## src/rtl/core_sched_pkg.sv

```systemverilog
// Shared types and helpers for the in-order issue scoreboard.
//   sched_state_e : issue controller state (RUN / DRAIN)
//   NREG, REG_W   : registers per file and register-number width
//   onehot5to32() : decode a register number into a 32-bit mask
package core_sched_pkg;

  localparam int NREG  = 32;
  localparam int REG_W = 5;

  typedef enum logic {
    RUN   = 1'b0,
    DRAIN = 1'b1
  } sched_state_e;

  function automatic logic [NREG-1:0] onehot5to32(input logic [REG_W-1:0] num);
    logic [NREG-1:0] m;
    m = '0;
    m[num] = 1'b1;
    return m;
  endfunction

endpackage

```

## src/rtl/core_busy_file.sv

```systemverilog
// Pending-write bit vector for one register file.
//   clk_i, rst_i          : clock, async active-high reset
//   set_i, set_num_i      : mark a register busy (new writer issued)
//   clr_i, clr_num_i      : release a register (writeback)
//   busy_o                : registered pending-write vector
// X0_HOLD=1 pins bit 0 at zero (hardwired-zero register).
// A set and clear of the same bit in one cycle leaves the bit set, since
// the set belongs to a newer writer than the retiring one.
module core_busy_file
  import core_sched_pkg::*;
#(
  parameter bit X0_HOLD = 1'b0
) (
  input  logic             clk_i,
  input  logic             rst_i,
  input  logic             set_i,
  input  logic [REG_W-1:0] set_num_i,
  input  logic             clr_i,
  input  logic [REG_W-1:0] clr_num_i,
  output logic [NREG-1:0]  busy_o
);

  logic [NREG-1:0] busy_q, busy_d;
  logic [NREG-1:0] set_m, clr_m;

  always_comb begin
    set_m  = set_i ? onehot5to32(set_num_i) : '0;
    clr_m  = clr_i ? onehot5to32(clr_num_i) : '0;
    busy_d = (busy_q & ~clr_m) | set_m;
    if (X0_HOLD) busy_d[0] = 1'b0;
  end

  always_ff @(posedge clk_i or posedge rst_i) begin
    if (rst_i) busy_q <= '0;
    else       busy_q <= busy_d;
  end

  assign busy_o = busy_q;

endmodule

```

## src/rtl/core_scoreboard.sv

```systemverilog
// In-order issue controller between decode and execute.
// Tracks pending writes per integer/FP register, stalls on RAW/WAW hazards,
// execute backpressure and serializing instructions (which wait in DRAIN
// until nothing is in flight). Writebacks are bypassed into the same-cycle
// hazard check. STALL_CNT is a saturating count of stalled cycles.
// Ports:
//   CLK, RST                         : clock, async active-high reset
//   IN_VALID / IN_READY / ISSUE      : decode handshake (ready/issue comb.)
//   RS1/RS2/RD_*, FRS1/FRS2/FRD_*    : operand numbers and use/write flags
//   SERIAL                           : issue only with no writes in flight
//   EX_READY                         : execute stage can accept
//   WB_WE/WB_NUM, FWB_WE/FWB_NUM     : writeback retirement
//   FLUSH                            : blocks issue, returns to RUN
//   BUSY_INT, BUSY_FP, DRAINING      : registered status
//   STALL_CNT                        : saturating stall-cycle counter
module core_scoreboard
  import core_sched_pkg::*;
#(
  parameter int NREG_P = 32,
  parameter int CNT_W  = 32
) (
  input  logic              CLK,
  input  logic              RST,
  input  logic              IN_VALID,
  output logic              IN_READY,
  input  logic [REG_W-1:0]  RS1_NUM,
  input  logic [REG_W-1:0]  RS2_NUM,
  input  logic [REG_W-1:0]  RD_NUM,
  input  logic              RS1_USE,
  input  logic              RS2_USE,
  input  logic              RD_WE,
  input  logic [REG_W-1:0]  FRS1_NUM,
  input  logic [REG_W-1:0]  FRS2_NUM,
  input  logic [REG_W-1:0]  FRD_NUM,
  input  logic              FRS1_USE,
  input  logic              FRS2_USE,
  input  logic              FRD_WE,
  input  logic              SERIAL,
  input  logic              EX_READY,
  output logic              ISSUE,
  input  logic              WB_WE,
  input  logic [REG_W-1:0]  WB_NUM,
  input  logic              FWB_WE,
  input  logic [REG_W-1:0]  FWB_NUM,
  input  logic              FLUSH,
  output logic [NREG_P-1:0] BUSY_INT,
  output logic [NREG_P-1:0] BUSY_FP,
  output logic              DRAINING,
  output logic [CNT_W-1:0]  STALL_CNT
);

  sched_state_e     state_q, state_d;
  logic [CNT_W-1:0] cnt_q, cnt_d;
  logic [NREG-1:0]  busy_int, busy_fp, eff_int, eff_fp;
  logic             hazard, all_clear, stall;

  core_busy_file #(.X0_HOLD(1'b1)) u_busy_int (
    .clk_i(CLK), .rst_i(RST),
    .set_i(ISSUE & RD_WE), .set_num_i(RD_NUM),
    .clr_i(WB_WE), .clr_num_i(WB_NUM),
    .busy_o(busy_int)
  );

  core_busy_file #(.X0_HOLD(1'b0)) u_busy_fp (
    .clk_i(CLK), .rst_i(RST),
    .set_i(ISSUE & FRD_WE), .set_num_i(FRD_NUM),
    .clr_i(FWB_WE), .clr_num_i(FWB_NUM),
    .busy_o(busy_fp)
  );

  // Retiring register is treated as free in the same cycle.
  assign eff_int = busy_int & ~(WB_WE  ? onehot5to32(WB_NUM)  : '0);
  assign eff_fp  = busy_fp  & ~(FWB_WE ? onehot5to32(FWB_NUM) : '0);

  // RD/FRD terms are the WAW checks.
  assign hazard = (RS1_USE  & eff_int[RS1_NUM])  | (RS2_USE  & eff_int[RS2_NUM])
                | (RD_WE    & eff_int[RD_NUM])
                | (FRS1_USE & eff_fp[FRS1_NUM])  | (FRS2_USE & eff_fp[FRS2_NUM])
                | (FRD_WE   & eff_fp[FRD_NUM]);

  assign all_clear = ~|eff_int & ~|eff_fp;

  always_comb begin
    state_d  = state_q;
    IN_READY = 1'b0;
    unique case (state_q)
      RUN: begin
        IN_READY = EX_READY & ~hazard & ~FLUSH & (~SERIAL | all_clear);
        if (IN_VALID & SERIAL & ~all_clear & ~FLUSH) state_d = DRAIN;
      end
      DRAIN: begin
        IN_READY = EX_READY & all_clear & ~FLUSH;
        if ((IN_VALID & IN_READY) | FLUSH) state_d = RUN;
      end
      default: state_d = RUN;
    endcase
  end

  assign ISSUE = IN_VALID & IN_READY;
  assign stall = IN_VALID & ~IN_READY & ~FLUSH;
  assign cnt_d = (stall && !(&cnt_q)) ? cnt_q + CNT_W'(1) : cnt_q;

  always_ff @(posedge CLK or posedge RST) begin
    if (RST) begin
      state_q <= RUN;
      cnt_q   <= '0;
    end else begin
      state_q <= state_d;
      cnt_q   <= cnt_d;
    end
  end

  assign BUSY_INT  = busy_int;
  assign BUSY_FP   = busy_fp;
  assign DRAINING  = (state_q == DRAIN);
  assign STALL_CNT = cnt_q;

endmodule

```

## config.mk

```make
export PLATFORM = sky130hd
export DESIGN_NAME = core_scoreboard
export DESIGN_NICKNAME = d
export VERILOG_FILES = /design/src/rtl/core_sched_pkg.sv /design/src/rtl/core_busy_file.sv /design/src/rtl/core_scoreboard.sv
export SDC_FILE = /design/constraint.sdc
export NUM_CORES = 1
export LEC_CHECK = 0
export CORE_UTILIZATION = 53
export CTS_CLUSTER_DIAMETER = 200
export CTS_CLUSTER_SIZE = 16
export DETAILED_ROUTE_END_ITERATION = 6
export HOLD_SLACK_MARGIN = 0.1
export PLACE_DENSITY = 0.82
export SYNTH_ARGS = -nofsm -noshare
export SYNTH_HDL_FRONTEND = slang
export SYNTH_SLANG_ARGS = --single-unit
```

## constraint.sdc

```tcl
create_clock -name CLK -period 5.7 [get_ports CLK]
set_input_delay 1.14 -clock CLK [delete_from_list [all_inputs] [get_ports CLK]]
set_output_delay 1.14 -clock CLK [all_outputs]
set_load 0.03 [all_outputs]
```

# [Word level (Yosys, flattened, before mapping)]
# Index checks and enable logic that the tools add are counted.
# W data, S select, Z words.
[word_totals] input_bits=54 word_cells=96 out_inout_bits=99 ff_bits=96 latch_bits=0 n_memories=0 ram_bits=0 romBits=0
[op_classes] eq_ne=0 add_sub_neg=1 order_cmp=12 n_mux=28 shifts=0 div_mod_pow=0 reduce_logical=11 n_mul=0 bitwise_logic=40
[ops] op="$mux W32" n=4
[ops] op="$and A32 B32 Y32" n=2
[ops] op="$not A32 Y32" n=2
[ops] op="$or A32 B32 Y32" n=2
[ops] op="$reduce_or A32 Y1" n=2
[ops] op="$lt A5 B6 Y1 const B" n=8
[ops] op="$add A32 B1 Y32 const B" n=1
[ops] op="$reduce_and A32 Y1" n=1
[ops] op="$bmux W1 S5" n=6
[ops] op="$and A1 B1 Y1" n=21
[ops] op="$demux W1 S5" n=4
[ops] op="$ge A5 B1 Y1 const B" n=4
[ops] op="$mux W1" n=12
[ops] op="$or A1 B1 Y1" n=7
[ops] op="$not A1 Y1" n=6
[ops] op="$logic_and A1 B1 Y1" n=5
[ops] op="$pmux W1 S2" n=2
[ops] op="$logic_not A1 Y1" n=3

# [Longest topological paths before layout]
[logic_depth] word_depth=24 ltp_mapped=16 ltp_nobuf=10

# [Modules after synthesis]
# From an unflattened synthesis, not the netlist that was laid out.
[hier_totals] cells_unflattened=938 hier_area_um2=7963.9
[modules_own_cells] mod="core_scoreboard" cells_per_inst=691 instances=1 area_each_um2=5361.4
[modules_own_cells] mod="core_busy_file at u_busy_fp" cells_per_inst=125 instances=1 area_each_um2=1316.3
[modules_own_cells] mod="core_busy_file at u_busy_int" cells_per_inst=122 instances=1 area_each_um2=1286.2

# [Worst setup path after synthesis]
# Ideal clock, no wire load.
[synth_path] path_type="in2out" start="in RS2_NUM[0]" end="out ISSUE" path_buffers=3 slack_ns=0.596 t_required_ns=4.560 cell_stages=13 t_arrival_ns=3.964 cell_sequence="buf_2 > xor2_1 > nor3_1 > or4_1 > and3_1 > or4b_1 > nand4_1 > nor4_1 > o22ai_1 > buf_6 > clkbuf_1 > inv_1 > and2_1"
[synth_between] elab_chain_len=14
[synth_lines] element="start: declaration" line="core_scoreboard.sv:27" rtl="input logic [REG_W-1:0] RS2_NUM,"
[synth_lines] element="$bmux W1 S5" line="core_scoreboard.sv:76" rtl="assign hazard = (RS1_USE & eff_int[RS1_NUM]) | (RS2_USE & eff_int[RS2_NUM])"
[synth_lines] element="$mux W1 (implied by the code)" line="core_scoreboard.sv:76"
[synth_lines] element="$and A1 B1 Y1" line="core_scoreboard.sv:76"
[synth_lines] element="$or A1 B1 Y1" line="core_scoreboard.sv:76"
[synth_lines] element="$or A1 B1 Y1" line="core_scoreboard.sv:77" rtl="| (RD_WE & eff_int[RD_NUM])"
[synth_lines] element="$or A1 B1 Y1 (2 in a row)" line="core_scoreboard.sv:78" rtl="| (FRS1_USE & eff_fp[FRS1_NUM]) | (FRS2_USE & eff_fp[FRS2_NUM])"
[synth_lines] element="$or A1 B1 Y1" line="core_scoreboard.sv:79" rtl="| (FRD_WE & eff_fp[FRD_NUM]);"
[synth_lines] element="$not A1 Y1" line="core_scoreboard.sv:88" rtl="IN_READY = EX_READY & ~hazard & ~FLUSH & (~SERIAL | all_clear);"
[synth_lines] element="$and A1 B1 Y1 (3 in a row)" line="core_scoreboard.sv:88"
[synth_lines] element="$pmux W1 S2" line="core_scoreboard.sv:86" rtl="unique case (state_q)"
[synth_lines] element="via IN_READY" line="core_scoreboard.sv:25" rtl="output logic IN_READY,"
[synth_lines] element="$and A1 B1 Y1" line="core_scoreboard.sv:99" rtl="assign ISSUE = IN_VALID & IN_READY;"
[synth_lines] element="end: declaration" line="core_scoreboard.sv:40" rtl="output logic ISSUE,"
# The timed path passes the listed nets, and every way through them passes these cells. The select of a mux whose other input is x is not followed.

# [Worst setup path in the final report]
[layout_path] start="in FWB_NUM[1]" end="out ISSUE"
[layout_between] elab_chain_len=19 elab_cells_between_ends=32 classes_between="2 x order compare; 10 x mux; 17 x bitwise; 3 x reduce/logical"
[layout_lines] element="start: declaration" line="core_scoreboard.sv:44" rtl="input logic [REG_W-1:0] FWB_NUM,"
[layout_lines] element="$lt A5 B6 Y1 (implied by the code) or $ge A5 B1 Y1 (tied branches)" line="core_sched_pkg.sv:18" rtl="m[num] = 1'b1;"
[layout_lines] element="$logic_and A1 B1 Y1 (implied by the code)" line="core_sched_pkg.sv:18"
[layout_lines] element="$mux W1 (implied by the code)" line="core_sched_pkg.sv:18"
[layout_lines] element="$demux W1 S5 *" line="core_sched_pkg.sv:18"
[layout_lines] element="$mux W32 *" line="core_scoreboard.sv:73" rtl="assign eff_fp = busy_fp & ~(FWB_WE ? onehot5to32(FWB_NUM) : '0);"
[layout_lines] element="$not A32 Y32 *" line="core_scoreboard.sv:73"
[layout_lines] element="$and A32 B32 Y32 *" line="core_scoreboard.sv:73"
[layout_lines] element="$bmux W1 S5" line="core_scoreboard.sv:78"
[layout_lines] element="$mux W1 (implied by the code)" line="core_scoreboard.sv:78"
[layout_lines] element="$and A1 B1 Y1" line="core_scoreboard.sv:78"
[layout_lines] element="$or A1 B1 Y1 (2 in a row)" line="core_scoreboard.sv:78"
[layout_lines] element="$or A1 B1 Y1" line="core_scoreboard.sv:79"
[layout_lines] element="$not A1 Y1" line="core_scoreboard.sv:88"
[layout_lines] element="$and A1 B1 Y1 (3 in a row)" line="core_scoreboard.sv:88"
[layout_lines] element="$pmux W1 S2 *" line="core_scoreboard.sv:86"
[layout_lines] element="$and A1 B1 Y1 *" line="core_scoreboard.sv:99"
# Every way passes the cells marked *; elsewhere a longest branch is shown, timed or not. The select of a mux whose other input is x is not followed.

==> results.json <==
{
  "place_hpwl_um": 24090,
  "p_leak_nw": 3.944,
  "async_reset_ff_share_pct": 100.0,
  "finalNonFillerCells": 1241,
  "start_util_pct": 54.45,
  "slew_headroom_pct": 43.51,
  "cts_buffers": 9,
  "viasPerCell": 7.092,
  "layout_common_cells": "144 x clkdlybuf4s50_1, 96 x dfrtp_1, 92 x buf_4, 90 x o21ai_0, 54 x nand2_1",
  "io_pins": 153,
  "seq_area_frac_synth_pct": 31.78,
  "hold_viol_final": 0,
  "dp.cells": 1224,
  "cts_root_buf": "clkbuf_16",
  "swShare_pct": 37.34,
  "drcViolationCount": 0,
  "worstSetupStartpointType": "primary input",
  "synth.net_count": 928,
  "via_count": 8801,
  "grt-ovfl-total": 0,
  "path_class": "in -> out",
  "status": "completed",
  "cts.sinks": 96,
  "drt-wirelength-per-cell_um": 25.60,
  "pwr-share-clk_pct": 29.0,
  "io_buffers": 151,
  "powerDensity_nw_per_um2": 215.8,
  "synth_ff_type": "dfrtp_1",
  "post-route-period-util_pct": 97.46,
  "ys_types": 81,
  "drtIter0Drc": 1237,
  "power.switching_mw": 0.8050,
  "gp_congestion": 1.045,
  "setup_tns_ns": 0,
  "r2r_cells": 13,
  "fin_skew_ns": 0.007009,
  "drive_gt1_share_pct": 16.78,
  "grt_max_degree": 65,
  "pwr-share-seq_pct": 37.6,
  "antenna_cells": 0,
  "nets": 1111,
  "fmax_mhz": 180.0,
  "clock_path_buffers": 2,
  "worst_slew_pin_slew_ns": 0.8397,
  "path_clk_slew_ns": 0.08,
  "grt_pass1_wl_um": 46890,
  "maxCapViolCount": 0,
  "synth_warnings": 0,
  "area_growth_pct": 32.18,
  "required_ns": 4.56,
  "hold_class": "reg -> reg",
  "drt-pass1-iter-count": 6,
  "pwr-share-comb_pct": 33.4,
  "drt-total-wl_um": 31770,
  "crit_path_end_kind": "primary output",
  "holdWs_ns": 0.5041,
  "final_antenna_net_count": 0,
  "vdd_drop_max_uv": 296.8,
  "antenna_found_initial": 1,
  "crit_fanout": 9,
  "dieArea_sq_um": 14740,
  "fin_crit_ns": 5.555,
  "fp.coreArea_sq_um": 13880,
  "final_max_slew_viol_count": 0,
  "power.internal_mw": 1.351,
  "holdPathStages": 1,
  "synthCells": 873,
  "fp.dieW_um": 121.4,
  "track_usage_pct": 42.88,
  "rows": 43,
  "htreeDepth": 3,
  "syn_area_sq_um": 7558,
  "grt_pass1_vias": 8021,
  "fin_total_pwr_mw": 2.156,
  "fp.dieH_um": 121.4,
  "clk_latency_ns": 0.36,
  "cts_tree": "yes",
  "final_common_cell": "clkdlybuf4s50_1",
  "synth_edf_count": 0,
  "fillCellCount": 1070,
  "avgSynthCellArea_sq_um": 8.658,
  "ys_seq_elements": 96,
  "arrival_ns": 4.41,
  "finalSetupViolCount": 0
}
synth_stat cells, drive strengths merged, types with 7 or more instances:
cell type  count  area (sq um)
clkbuf        43         162.7
nand4         33         206.5
dfrtp         96          2402
a21oi         19         95.09
o2111ai       14         122.6
or4           13         120.1
and3           8         50.05
a31oi         12         75.07
xnor2         40         350.3
mux2          12         135.1
o21ai        134         738.2
mux4          10         225.2
buf           26         172.7
nand3         34         170.2
nand2         54         202.7
a311oi         9         78.83
nand4b         7         61.31
o211ai        16         120.1
inv           26         97.59
nor4          10         77.57
nor2          39         146.4
nand2b        16         100.1
or3            8         50.05
mux2i         45         450.4
nor3          38         190.2
o311ai         7         61.31
o22ai          9         56.30
power groups by stage:
stage	registers (mW)	clock network, mW	logic [mW]
final	0.810	0.626	0.720
after global routing	0.813	0.647	0.759
after CTS	0.805	0.626	0.701
after detailed placement	0.817	0	0.697
after global placement	0.818	0	0.688
after floorplan	0.887	0	0.309
routing by layer:
metal	wire length (um)	part of all wire [%]	global-route usage (%)	up-vias
li1	-	-	-	3728
met1	12620	40	59.42	4208
met2	13510	43	62.04	736
met3	4453	14	12.73	127
met4	1173	3.7	17.52	2
met5	8	0.025	0	-
what timing repair did:
| item | CTS | global route |
|---|---|---|
| resized for setup | 2 | 13 |
| hold buffers | 0 | 0 |
| endpoints found under the setup margin | 1 | 2 |
| setup buffers | 0 | 1 |
layout make-up:
type                            instances  area, sq um  share of cell area (%)
Timing Repair Buffer                  241         2195                   21.97
Clock buffer                           10        239.0                   2.392
Tap cell                              180        225.2                   2.254
Clock inverter                          6        56.30                  0.5636
Sequential cell                        96         2402                   24.05
Inverter                               26        100.1                   1.002
Multi-Input combinational cell        682         4773                   47.78
through the flow:
step	utilization [%]	worst slack, ns	cell area, sq um
floorplan	-	0.5964	7559
finish	71.98	0.1450	9991
CTS	71.57	0.008961	9935
global placement	69.39	0.05365	9632
global route	71.98	-0.003000	9991
detailed placement	69.39	0.02230	9632
final timing paths:
kind                                         end  slack, ns                   from
min in group asynchronous  u_busy_int.busy_o[22]       1.29                    RST
min                                 STALL_CNT[8]       0.50           STALL_CNT[8]
max reg2reg                        STALL_CNT[14]       1.94  u_busy_int.busy_o[17]
max in group asynchronous    u_busy_fp.busy_o[6]       3.45                    RST
max                                        ISSUE       0.15             FWB_NUM[1]
min reg2reg                         STALL_CNT[8]       0.50           STALL_CNT[8]
logic make-up after synthesis:
group / synth area share (%)
and+or+nand+nor: 24.28
AOI/OAI and AO/OA: 22.40
DFF: 31.78
buffers and inverters: 5.727
muxes: 10.73
xor gates and xnor gates: 4.867
adders and majority gates: 0.1655
other: 0.04961
state kept, by name (all words and copies together) (netlist names):
| signal | count |
|---|---|
| STALL_CNT | 32 |
| u_busy_fp.busy_o | 32 |
| u_busy_int.busy_o | 31 |
| DRAINING | 1 |
worst max-delay path, stage by stage:
cell and delay [ns]:
clkdlybuf4s50_1 0.62, nand2_1 0.37, o21ai_1 0.28, mux4_2 0.52, a21oi_1 0.19, a32oi_1 0.10, nor4_2 0.41, nor4_4 0.07
buf_4 0.15, o22ai_2 0.14, inv_1 0.08, and2_1 0.17, buf_4 0.17
Power figures use the tool's default switching activity.
